<file path="src/rtl/battle_fsm.sv">
// Battleship game controller: ship placement, shot exchange with a peer, win/lose detection.
// Optional BOARD_CLEAR_EN: start_btn in WIN/LOSE sweeps both boards to EMPTY and returns to IDLE.
module battle_fsm #(
   parameter int unsigned SHIPS_NUMBER = 10,
   parameter int unsigned ADDR_W       = 8,
   parameter int unsigned CTR_W        = 4
) (
   input  logic              clk,
   input  logic              rst,
   input  logic              start_btn,
   output logic              start_btn_en,
   input  logic [ADDR_W-1:0] my_grid_cords,
   input  logic [ADDR_W-1:0] en_grid_cords,
   output logic [ADDR_W-1:0] my_mem_addr,
   output logic [ADDR_W-1:0] en_mem_addr,
   input  logic [1:0]        my_mem_data_in,
   input  logic [1:0]        en_mem_data_in,
   output logic [1:0]        my_mem_data_out,
   output logic [1:0]        en_mem_data_out,
   output logic              my_mem_w_nr,
   output logic              en_mem_w_nr,
   input  logic              ready2,
   input  logic              hit2,
   output logic              ready1,
   output logic              hit1,
   input  logic [ADDR_W-1:0] ship_cords_in,
   output logic [ADDR_W-1:0] ship_cords_out,
   output logic [CTR_W-1:0]  my_ctr,
   output logic [CTR_W-1:0]  en_ctr,
   output logic [3:0]        state_out
);

   typedef enum logic [3:0] {
      IDLE       = 4'd0,
      PL_RD      = 4'd1,
      PL_CHK     = 4'd2,
      PL_WR      = 4'd3,
      WAIT_ENEMY = 4'd4,
      WAIT_SHOT  = 4'd5,
      RD         = 4'd6,
      CHK        = 4'd7,
      ANSWER     = 4'd8,
      SHOT       = 4'd9,
      WAIT_ANS   = 4'd10,
      SAVE       = 4'd11,
      WIN        = 4'd12,
      LOSE       = 4'd13,
      CLEAR      = 4'd14
   } state_t;

   typedef enum logic [1:0] {
      EMPTY  = 2'b00,
      MYSHIP = 2'b01,
      MISS   = 2'b10,
      HIT    = 2'b11
   } cell_t;

   localparam logic [ADDR_W-1:0] NO_SEL = '1;
   localparam logic [CTR_W-1:0]  SHIPS  = CTR_W'(SHIPS_NUMBER);

   state_t state;

   // Enemy board contents are never consulted; the port stays for interface compatibility.
   logic unused_en_rd;
   assign unused_en_rd = ^en_mem_data_in;

   assign state_out = state;

   function automatic logic [CTR_W-1:0] dec_sat(input logic [CTR_W-1:0] v);
      return (v == '0) ? '0 : v - CTR_W'(1);
   endfunction

   always_ff @(posedge clk or posedge rst) begin
      if (rst) begin
         state           <= IDLE;
         my_ctr          <= SHIPS;
         en_ctr          <= SHIPS;
         my_mem_addr     <= '0;
         en_mem_addr     <= '0;
         my_mem_data_out <= '0;
         en_mem_data_out <= '0;
         my_mem_w_nr     <= 1'b0;
         en_mem_w_nr     <= 1'b0;
         ready1          <= 1'b0;
         hit1            <= 1'b0;
         ship_cords_out  <= '0;
         start_btn_en    <= 1'b1;
      end else begin
         case (state)
            IDLE: begin
               if (my_grid_cords != NO_SEL && my_ctr != '0) begin
                  my_mem_addr <= my_grid_cords;
                  my_mem_w_nr <= 1'b0;
                  state       <= PL_RD;
               end else if (start_btn && my_ctr == '0) begin
                  ready1       <= 1'b1;
                  hit1         <= 1'b0;
                  my_ctr       <= SHIPS;
                  en_ctr       <= SHIPS;
                  start_btn_en <= 1'b0;
                  state        <= ready2 ? WAIT_ENEMY : WAIT_SHOT;
               end
            end

            PL_RD: state <= PL_CHK;

            PL_CHK: begin
               if (my_mem_data_in == EMPTY) begin
                  my_mem_data_out <= MYSHIP;
                  my_mem_w_nr     <= 1'b1;
                  my_ctr          <= dec_sat(my_ctr);
               end else begin
                  my_mem_w_nr <= 1'b0;
               end
               state <= PL_WR;
            end

            // Wait for the cursor to leave so a held selection places only once.
            PL_WR: begin
               my_mem_w_nr <= 1'b0;
               en_mem_w_nr <= 1'b0;
               if (my_grid_cords == NO_SEL)
                  state <= IDLE;
            end

            WAIT_ENEMY: begin
               if (my_ctr == '0) begin
                  state <= LOSE;
               end else if (en_ctr == '0) begin
                  state <= WIN;
               end else if (hit2 && ready2) begin
                  my_mem_addr <= ship_cords_in;
                  ready1      <= 1'b0;
                  state       <= RD;
               end else begin
                  ready1 <= 1'b1;
                  hit1   <= 1'b0;
               end
            end

            RD: state <= CHK;

            CHK: begin
               if (my_mem_data_in == MYSHIP) begin
                  hit1            <= 1'b1;
                  my_mem_data_out <= HIT;
                  my_ctr          <= dec_sat(my_ctr);
               end else if (my_mem_data_in == HIT) begin
                  hit1            <= 1'b1;
                  my_mem_data_out <= HIT;
               end else begin
                  hit1            <= 1'b0;
                  my_mem_data_out <= MISS;
               end
               ready1      <= 1'b1;
               my_mem_w_nr <= 1'b1;
               state       <= ANSWER;
            end

            ANSWER: begin
               my_mem_w_nr <= 1'b0;
               if (ready2) begin
                  hit1  <= 1'b0;
                  state <= WAIT_SHOT;
               end
            end

            WAIT_SHOT: begin
               ready1 <= 1'b1;
               if (en_grid_cords != NO_SEL) begin
                  ship_cords_out <= en_grid_cords;
                  hit1           <= 1'b1;
                  state          <= SHOT;
               end
            end

            SHOT: state <= WAIT_ANS;

            WAIT_ANS: begin
               if (ready2) begin
                  en_mem_addr <= ship_cords_out;
                  en_mem_w_nr <= 1'b1;
                  if (hit2) begin
                     en_mem_data_out <= HIT;
                     en_ctr          <= dec_sat(en_ctr);
                  end else begin
                     en_mem_data_out <= MISS;
                  end
                  state <= SAVE;
               end
            end

            SAVE: begin
               if (ready2) begin
                  hit1        <= 1'b0;
                  en_mem_w_nr <= 1'b0;
                  state       <= (my_ctr == '0) ? LOSE : WAIT_ENEMY;
               end
            end

`ifdef BOARD_CLEAR_EN
            WIN, LOSE: begin
               if (start_btn) begin
                  my_mem_addr     <= '0;
                  en_mem_addr     <= '0;
                  my_mem_data_out <= EMPTY;
                  en_mem_data_out <= EMPTY;
                  my_mem_w_nr     <= 1'b1;
                  en_mem_w_nr     <= 1'b1;
                  state           <= CLEAR;
               end
            end

            // One cell of each board per cycle; the last address written leaves for IDLE.
            CLEAR: begin
               if (my_mem_addr == NO_SEL) begin
                  my_mem_w_nr  <= 1'b0;
                  en_mem_w_nr  <= 1'b0;
                  my_ctr       <= SHIPS;
                  en_ctr       <= SHIPS;
                  start_btn_en <= 1'b1;
                  state        <= IDLE;
               end else begin
                  my_mem_addr <= my_mem_addr + ADDR_W'(1);
                  en_mem_addr <= en_mem_addr + ADDR_W'(1);
               end
            end
`else
            WIN, LOSE: state <= state;
`endif

            default: state <= IDLE;
         endcase
      end
   end

endmodule
</file>
<file path="config.mk">
export PLATFORM = sky130hd
export DESIGN_NAME = battle_fsm
export DESIGN_NICKNAME = d
export VERILOG_FILES = /design/src/rtl/battle_fsm.sv
export SDC_FILE = /design/constraint.sdc
export NUM_CORES = 1
export LEC_CHECK = 0
export ABC_AREA = 1
export CAP_MARGIN = 20
export CORE_ASPECT_RATIO = 1.4
export CORE_MARGIN = 4
export CORE_UTILIZATION = 30
export CTS_CLUSTER_DIAMETER = 200
export DETAILED_ROUTE_END_ITERATION = 10
export MAX_ROUTING_LAYER = met4
export RECOVER_POWER = 100
export SYNTH_ARGS = -nofsm -noshare
export SYNTH_HDL_FRONTEND = slang
export SYNTH_SLANG_ARGS = --single-unit
</file>
<file path="constraint.sdc">
create_clock -name clk -period 3.1 [get_ports clk]
set_input_delay 0.62 -clock clk [delete_from_list [all_inputs] [get_ports clk]]
set_output_delay 0.62 -clock clk [all_outputs]
set_load 0.05 [all_outputs]
</file>
==> impl_metrics.tcl, run 1 <==
set metrics [dict create \
    outcome "complete, no violations" \
    p_clk_frac 0.153 \
    dr_wl_met2_um 3520 \
    cpMaxStageDelayCell "dlygate4sd3_1" \
    critPathCaptureType "flip-flop" \
    path_delay_family "simple AND/OR/NAND/NOR gates" \
    p_seq_frac 0.255 \
    via_per_inst 4.63 \
    clock-sinks 45 \
    path_clk_slew_ns 0.06 \
    dieArea_um2 9990 \
    ctsResizeCount 0 \
    synth_top_family_by_area "simple AND/OR/NAND/NOR gates" \
    synthCells 328 \
    synth_area_um2 2530 \
    synthMuxAreaShare 0.0316 \
    period_minus_slack_ns 2.41 \
    drcViolationCount 0 \
    grt_max_degree 46 \
    combPwrFrac 0.593 \
    power_density_nw_per_um2 1190 \
    post-cts-setup-buffers 0 \
    synth-edff-count 0 \
    peakVddDrop_v 0.000469 \
    coreArea_um2 8200 \
    diodes 0 \
    timing.max_cap.violations 0 \
    leakagePower_nw 1.74 \
    cp_max_fo 16 \
    vias 2356 \
    hold_viol 0 \
    synth_seq_cells 45 \
    final.setup_skew_ns 0.00600 \
    swShare 0.521 \
    tightest_slew_ns 0.769 \
    max_slew_margin 0.488 \
    yosys.area_share.simple 0.324 \
    fin_tns_setup_ns 0 \
    synth.avg_cell_area_um2 7.72 \
    dr.max_layer_used "met4" \
    criticalPathCategory "in2reg" \
    synth_area_leaders "dfrtp_1 40%, nand2_1 14%, nor2_1 6.2%" \
    post_dp_cell_area_um2 3370 \
    yosysUniqueCellTypes 27 \
    ctsHtreeMaxLevel 2 \
    grt_pass1_wl_um 11300 \
    synthArstFlopShare 1.00 \
    seqCellArea_um2 1130 \
    drtIter0Drc 85 \
    ys.warnings.count 0 \
    finalSetupViolations 0 \
    syn_nets 361 \
    final_core_util 0.423 \
    synth_ff_type "dfrtp_1" \
    max_stage_delay_ns 0.69 \
    start_util 0.309 \
    multi_input_area_um2 1130 \
    core.rowCount 39 \
    drt-pass1-iter-count 4 \
    cts-root-buf "clkbuf_16" \
    path_buf_inv 1 \
    hp-class "reg2reg" \
    yosysTopAreaCell "dfrtp_1" \
    met3_length_um 298 \
    die-height_um 117 \
    antenna_found_initial 0 \
    synth.most_common_cell "nand2_1" \
    drive_above_1_share 0.0835 \
    insertion_delay_ns 0.29 \
    nFillCells 864 \
    dp_hpwl_um 5300 \
    nNetsFinal 439 \
    syn2layout_area_growth_pct 37.1 \
    rsz0062_at_grt "false" \
    portBuffers 75 \
    gp_congestion 0.846 \
    grt_util_all_layers 0.148 \
    ys_seq_area_frac 0.447 \
    arrival_ns 2.60 \
    worstPathCellList "dlygate4sd3_1 -> nand2_1 -> nand3_1 -> nand3_2 -> nand3b_1 -> o21ai_0" \
    design_area_um2 3470 \
    routedWlPerCell_um 13.2 \
    antenna_left 0 \
    cts_buffers 5 \
    wl_met1_um 2780 \
    clockBufferDepth 2 \
    drv_slew 0 \
    grt_pass1_vias 2360 \
    required_ns 3.29 \
    post-route-period-util 0.776 \
    cts_hold_buf 0 \
    cts_tree "yes" \
    overflow 0 \
    power_switching_mw 2.15 \
    startpoint_type "input port" \
    synth_top_area_share 0.395 \
    synth-xor-area-share 0.00346 \
    die_w_um 85.6 \
    synth_compound_area_frac 0.120 \
    synthTopCellsByCount "95 x nand2_1, 42 x nor2_1, 40 x dfrtp_1" \
    io_pins 78 \
    p_int_mw 1.98 \
    wl_um 6730 \
    synthAdderAreaFrac 0 \
    clock.fmax_mhz 415 \
]
## registers in the layout (all words and copies together), names as in the netlist, 2 cells and up
signal	cells
my_mem_addr	8
state_out	4
en_ctr	4
my_mem_data_out	2
en_mem_addr	8
my_ctr	4
ship_cords_out	8
en_mem_data_out	2
## cells by family (layout without fill, tap and decap cells)
logic type      Yosys count  count (layout)
compound gates           53              53
xor+xnor                  1               1
buf+inv                  44             123
flops                    45              45
mux                       8               8
simple gates            177             177
## metal layers
metal | GRT usage | vias up
met4 | 0.0591 | 0
met1 | 0.165 | 1091
met5 | - | -
li1 | - | 1193
met2 | 0.262 | 64
met3 | 0.0240 | 8
## layout by cell type, fill, tap and decap left out, drive strengths merged
cell type | Yosys | routed
nand2 | 105 | 105
nor2 | 50 | 50
dlygate4sd3 | 0 | 48
dfrtp | 40 | 40
inv | 39 | 39
o21ai | 38 | 38
clkdlybuf4s50 | 0 | 27
nand3 | 18 | 18
a21oi | 11 | 11
mux2i | 8 | 8
clkbuf | 0 | 8
dfstp | 5 | 5
nand4 | 2 | 2
o211ai | 2 | 2
xor2 | 1 | 1
a32oi | 1 | 1
nand3b | 1 | 1
a22oi | 1 | 1
or2 | 1 | 1
bufinv | 0 | 1
## power by group through the flow
stage / clock network (mW) / registers (mW) / logic (mW)
final: 0.631 / 1.05 / 2.45
after global routing: 0.664 / 1.09 / 2.68
after CTS: 0.642 / 1.07 / 2.69
after floorplan: 0 / 1.91 / 1.07
after detailed placement: 0 / 1.08 / 2.68
after global placement: 0 / 1.07 / 2.66
## cell type report
class                           count  share of cell area
Clock buffer                        7              0.0411
Clock inverter                      1             0.00865
Inverter                           39              0.0422
Multi-Input combinational cell    239               0.327
Sequential cell                    45               0.326
Tap cell                          102              0.0368
Timing Repair Buffer               76               0.218
## worst register-to-register path, delay by kind of cell (launching register included)
family	cells	cell delay, ns
DFF	1	0.56
and+or+nand+nor	5	1.00
AOI/OAI and AO/OA	1	0.34
## through the flow
stage	hold slack (ns)	cells	power, mW	setup WS (ns)
2_1_floorplan	0.555	328	2.98	1.37
5_1_grt	0.453	509	4.44	0.499
3_3_place_gp	0.432	500	3.73	0.857
4_1_cts	0.448	508	4.40	0.762
3_5_place_dp	0.437	500	3.76	0.850
6_report	0.441	509	4.13	0.693
## worst paths after layout
path | from | to | slack, ns | depth (start not counted)
min reg2reg | start_btn_en$_DFFE_PP1P_ | start_btn_en$_DFFE_PP1P_ | 0.44 | 2
max in group asynchronous | rst | ready1$_DFFE_PP0P_ | 1.12 | 3
max | ready2 | my_mem_addr[6]$_DFFE_PP0P_ | 0.69 | 6
min in group asynchronous | rst | my_ctr[2]$_DFFE_PP0P_ | 0.83 | 2
min | start_btn_en$_DFFE_PP1P_ | start_btn_en$_DFFE_PP1P_ | 0.44 | 2
max reg2reg | my_ctr[1]$_DFFE_PP1P_ | my_mem_addr[6]$_DFFE_PP0P_ | 1.10 | 6
Note: power is estimated with default switching activity, not from simulation.
==> inputs of run 2 (changes only) <==
Clock period 3.1 ns to 2.5 ns, I/O delays scaled along.
==> run 2 against run 1 <==
Via count down 1.7%. Flip-flop and latch count unchanged. Non-clock buffer count up 1. Sequential power up 25%. Count of clock-buffer cells in the layout unchanged. Worst setup slack worse by 0.43 ns. Register-to-register slack worse by 0.64 ns. Cell area down 0.43%. Die area unchanged. Core utilization down 0.18 points. Combinational power up 24%. Power up 21%.
==> impl_metrics.tcl, run 2 (same netlist as run 1, synthesis figures left out) <==
set metrics [dict create \
    wl_um 6690 \
    nNetsFinal 440 \
    power_density_nw_per_um2 1450 \
    clockBufferDepth 2 \
    insertion_delay_ns 0.29 \
    drtIter0Drc 68 \
    max_stage_delay_ns 0.93 \
    cts-root-buf "clkbuf_16" \
    grt_util_all_layers 0.146 \
    dp_hpwl_um 5340 \
    start_util 0.309 \
    ctsHtreeMaxLevel 2 \
    vias 2315 \
    p_clk_frac 0.129 \
    fin_tns_setup_ns 0 \
    gp_congestion 0.898 \
    max_slew_margin 0.468 \
    syn2layout_area_growth_pct 36.5 \
    die_w_um 85.6 \
    antenna_found_initial 0 \
    leakagePower_nw 1.74 \
    rsz0062_at_grt "false" \
    hp-class "reg2reg" \
    design_area_um2 3450 \
    final_common_cell "nand2_1" \
    antenna_left 0 \
    drt-pass1-iter-count 4 \
    diodes 0 \
    routedWlPerCell_um 13.1 \
    critPathCaptureType "output port" \
    finalSetupViolations 0 \
    layout_common_cells "98 x nand2_1, 48 x dlygate4sd3_1, 44 x nor2_1" \
    io_pins 78 \
    drive_above_1_share 0.0882 \
    portBuffers 75 \
    period_minus_slack_ns 2.24 \
    path_delay_family "buffers and inverters" \
    path_clk_slew_ns 0.06 \
    crit_cells 1 \
    drv_slew 0 \
    clock-sinks 45 \
    outcome "complete, no violations" \
    post_dp_cell_area_um2 3380 \
    p_int_mw 2.34 \
    overflow 0 \
    final.setup_skew_ns 0.00521 \
    rr_endpoint "en_mem_addr[6]$_DFFE_PP0P_" \
    min_from "start_btn_en$_DFFE_PP1P_" \
    ctsResizeCount 0 \
    top_regs "en_mem_addr (8), my_mem_addr (8), ship_cords_out (8)" \
    required_ns 2.00 \
    cpMaxStageDelayCell "dlygate4sd3_1" \
    critical_path.endpoint "state_out[0]" \
    path_buf_inv 1 \
    post-cts-setup-buffers 0 \
    combPwrFrac 0.609 \
    r2r-start "state_out[3]$_DFFE_PP0P_" \
    peakVddDrop_v 0.000676 \
    grt_max_degree 31 \
    r2r_slack_ns 0.46 \
    grt_pass1_wl_um 11100 \
    grt_pass1_vias 2366 \
    arrival_ns 1.74 \
    worstPathCellList "dlygate4sd3_1" \
    tightest_slew_ns 0.798 \
    via_per_inst 4.54 \
    timing.max_cap.violations 0 \
    hold_viol 0 \
    startpoint "state_out[0]$_DFFE_PP0P_" \
    post-route-period-util 0.896 \
    dieArea_um2 9990 \
    power_switching_mw 2.66 \
    drcViolationCount 0 \
    swShare 0.532 \
    clock.fmax_mhz 446 \
    die-height_um 117 \
    cts_hold_buf 0 \
    coreArea_um2 8200 \
    final_core_util 0.421 \
    p_seq_frac 0.262 \
    cts_buffers 5 \
    startpoint_type "flip-flop" \
    cts_tree "yes" \
    cp_max_fo 8 \
    criticalPathCategory "reg2out" \
    r2r_cells 6 \
    core.rowCount 39 \
]
==> run 2: power groups by stage <==
stage / combinational [mW] / sequential [mW] / clock (mW)
floorplan: 1.33 / 2.37 / 0
global placement: 3.29 / 1.33 / 0
detailed placement: 3.31 / 1.34 / 0
CTS: 3.32 / 1.33 / 0.661
global route: 3.32 / 1.36 / 0.688
finish: 3.04 / 1.31 / 0.644
==> run 2: how the worst min path moves through the flow <==
stage	endpoint	slack, ns	depth (start not counted)
2_1_floorplan	start_btn_en$_DFFE_PP1P_	0.56	2
3_3_place_gp	start_btn_en$_DFFE_PP1P_	0.43	2
3_5_place_dp	start_btn_en$_DFFE_PP1P_	0.43	2
4_1_cts	start_btn_en$_DFFE_PP1P_	0.44	2
5_1_grt	start_btn_en$_DFFE_PP1P_	0.47	2
6_report	start_btn_en$_DFFE_PP1P_	0.44	2
==> run 2: tightest hold or removal path, stage by stage (launching register included) <==
cell and delay [ns]:
dfstp_2 0.36, inv_1 0.04, nor2_1 0.03
==> run 2: per-layer routing <==
metal	track usage	vias up	part of all wire
li1	-	1198	-
met2	0.261	51	0.53
met3	0.0240	8	0.040
met1	0.162	1058	0.41
met4	0.0549	0	0.020
met5	-	-	0
==> run 2: area by class of cell <==
class                      count  area, um2
clock buffer                   7        133
clock inverter                 1       7.51
fill                         856       4740
inverter                      39        146
multi-input combinational    239       1150
sequential                    45       1130
tap                          102        128
timing repair buffer          77        759
==> run 2: stage by stage <==
step	hold WS, ns	instances	setup WS, ns	total power [mW]
after floorplan	0.555	328	0.773	3.70
after global placement	0.432	502	0.365	4.62
after detailed placement	0.432	502	0.392	4.65
after CTS	0.442	510	0.267	5.32
after global routing	0.471	510	0.149	5.37
final	0.437	510	0.259	5.00
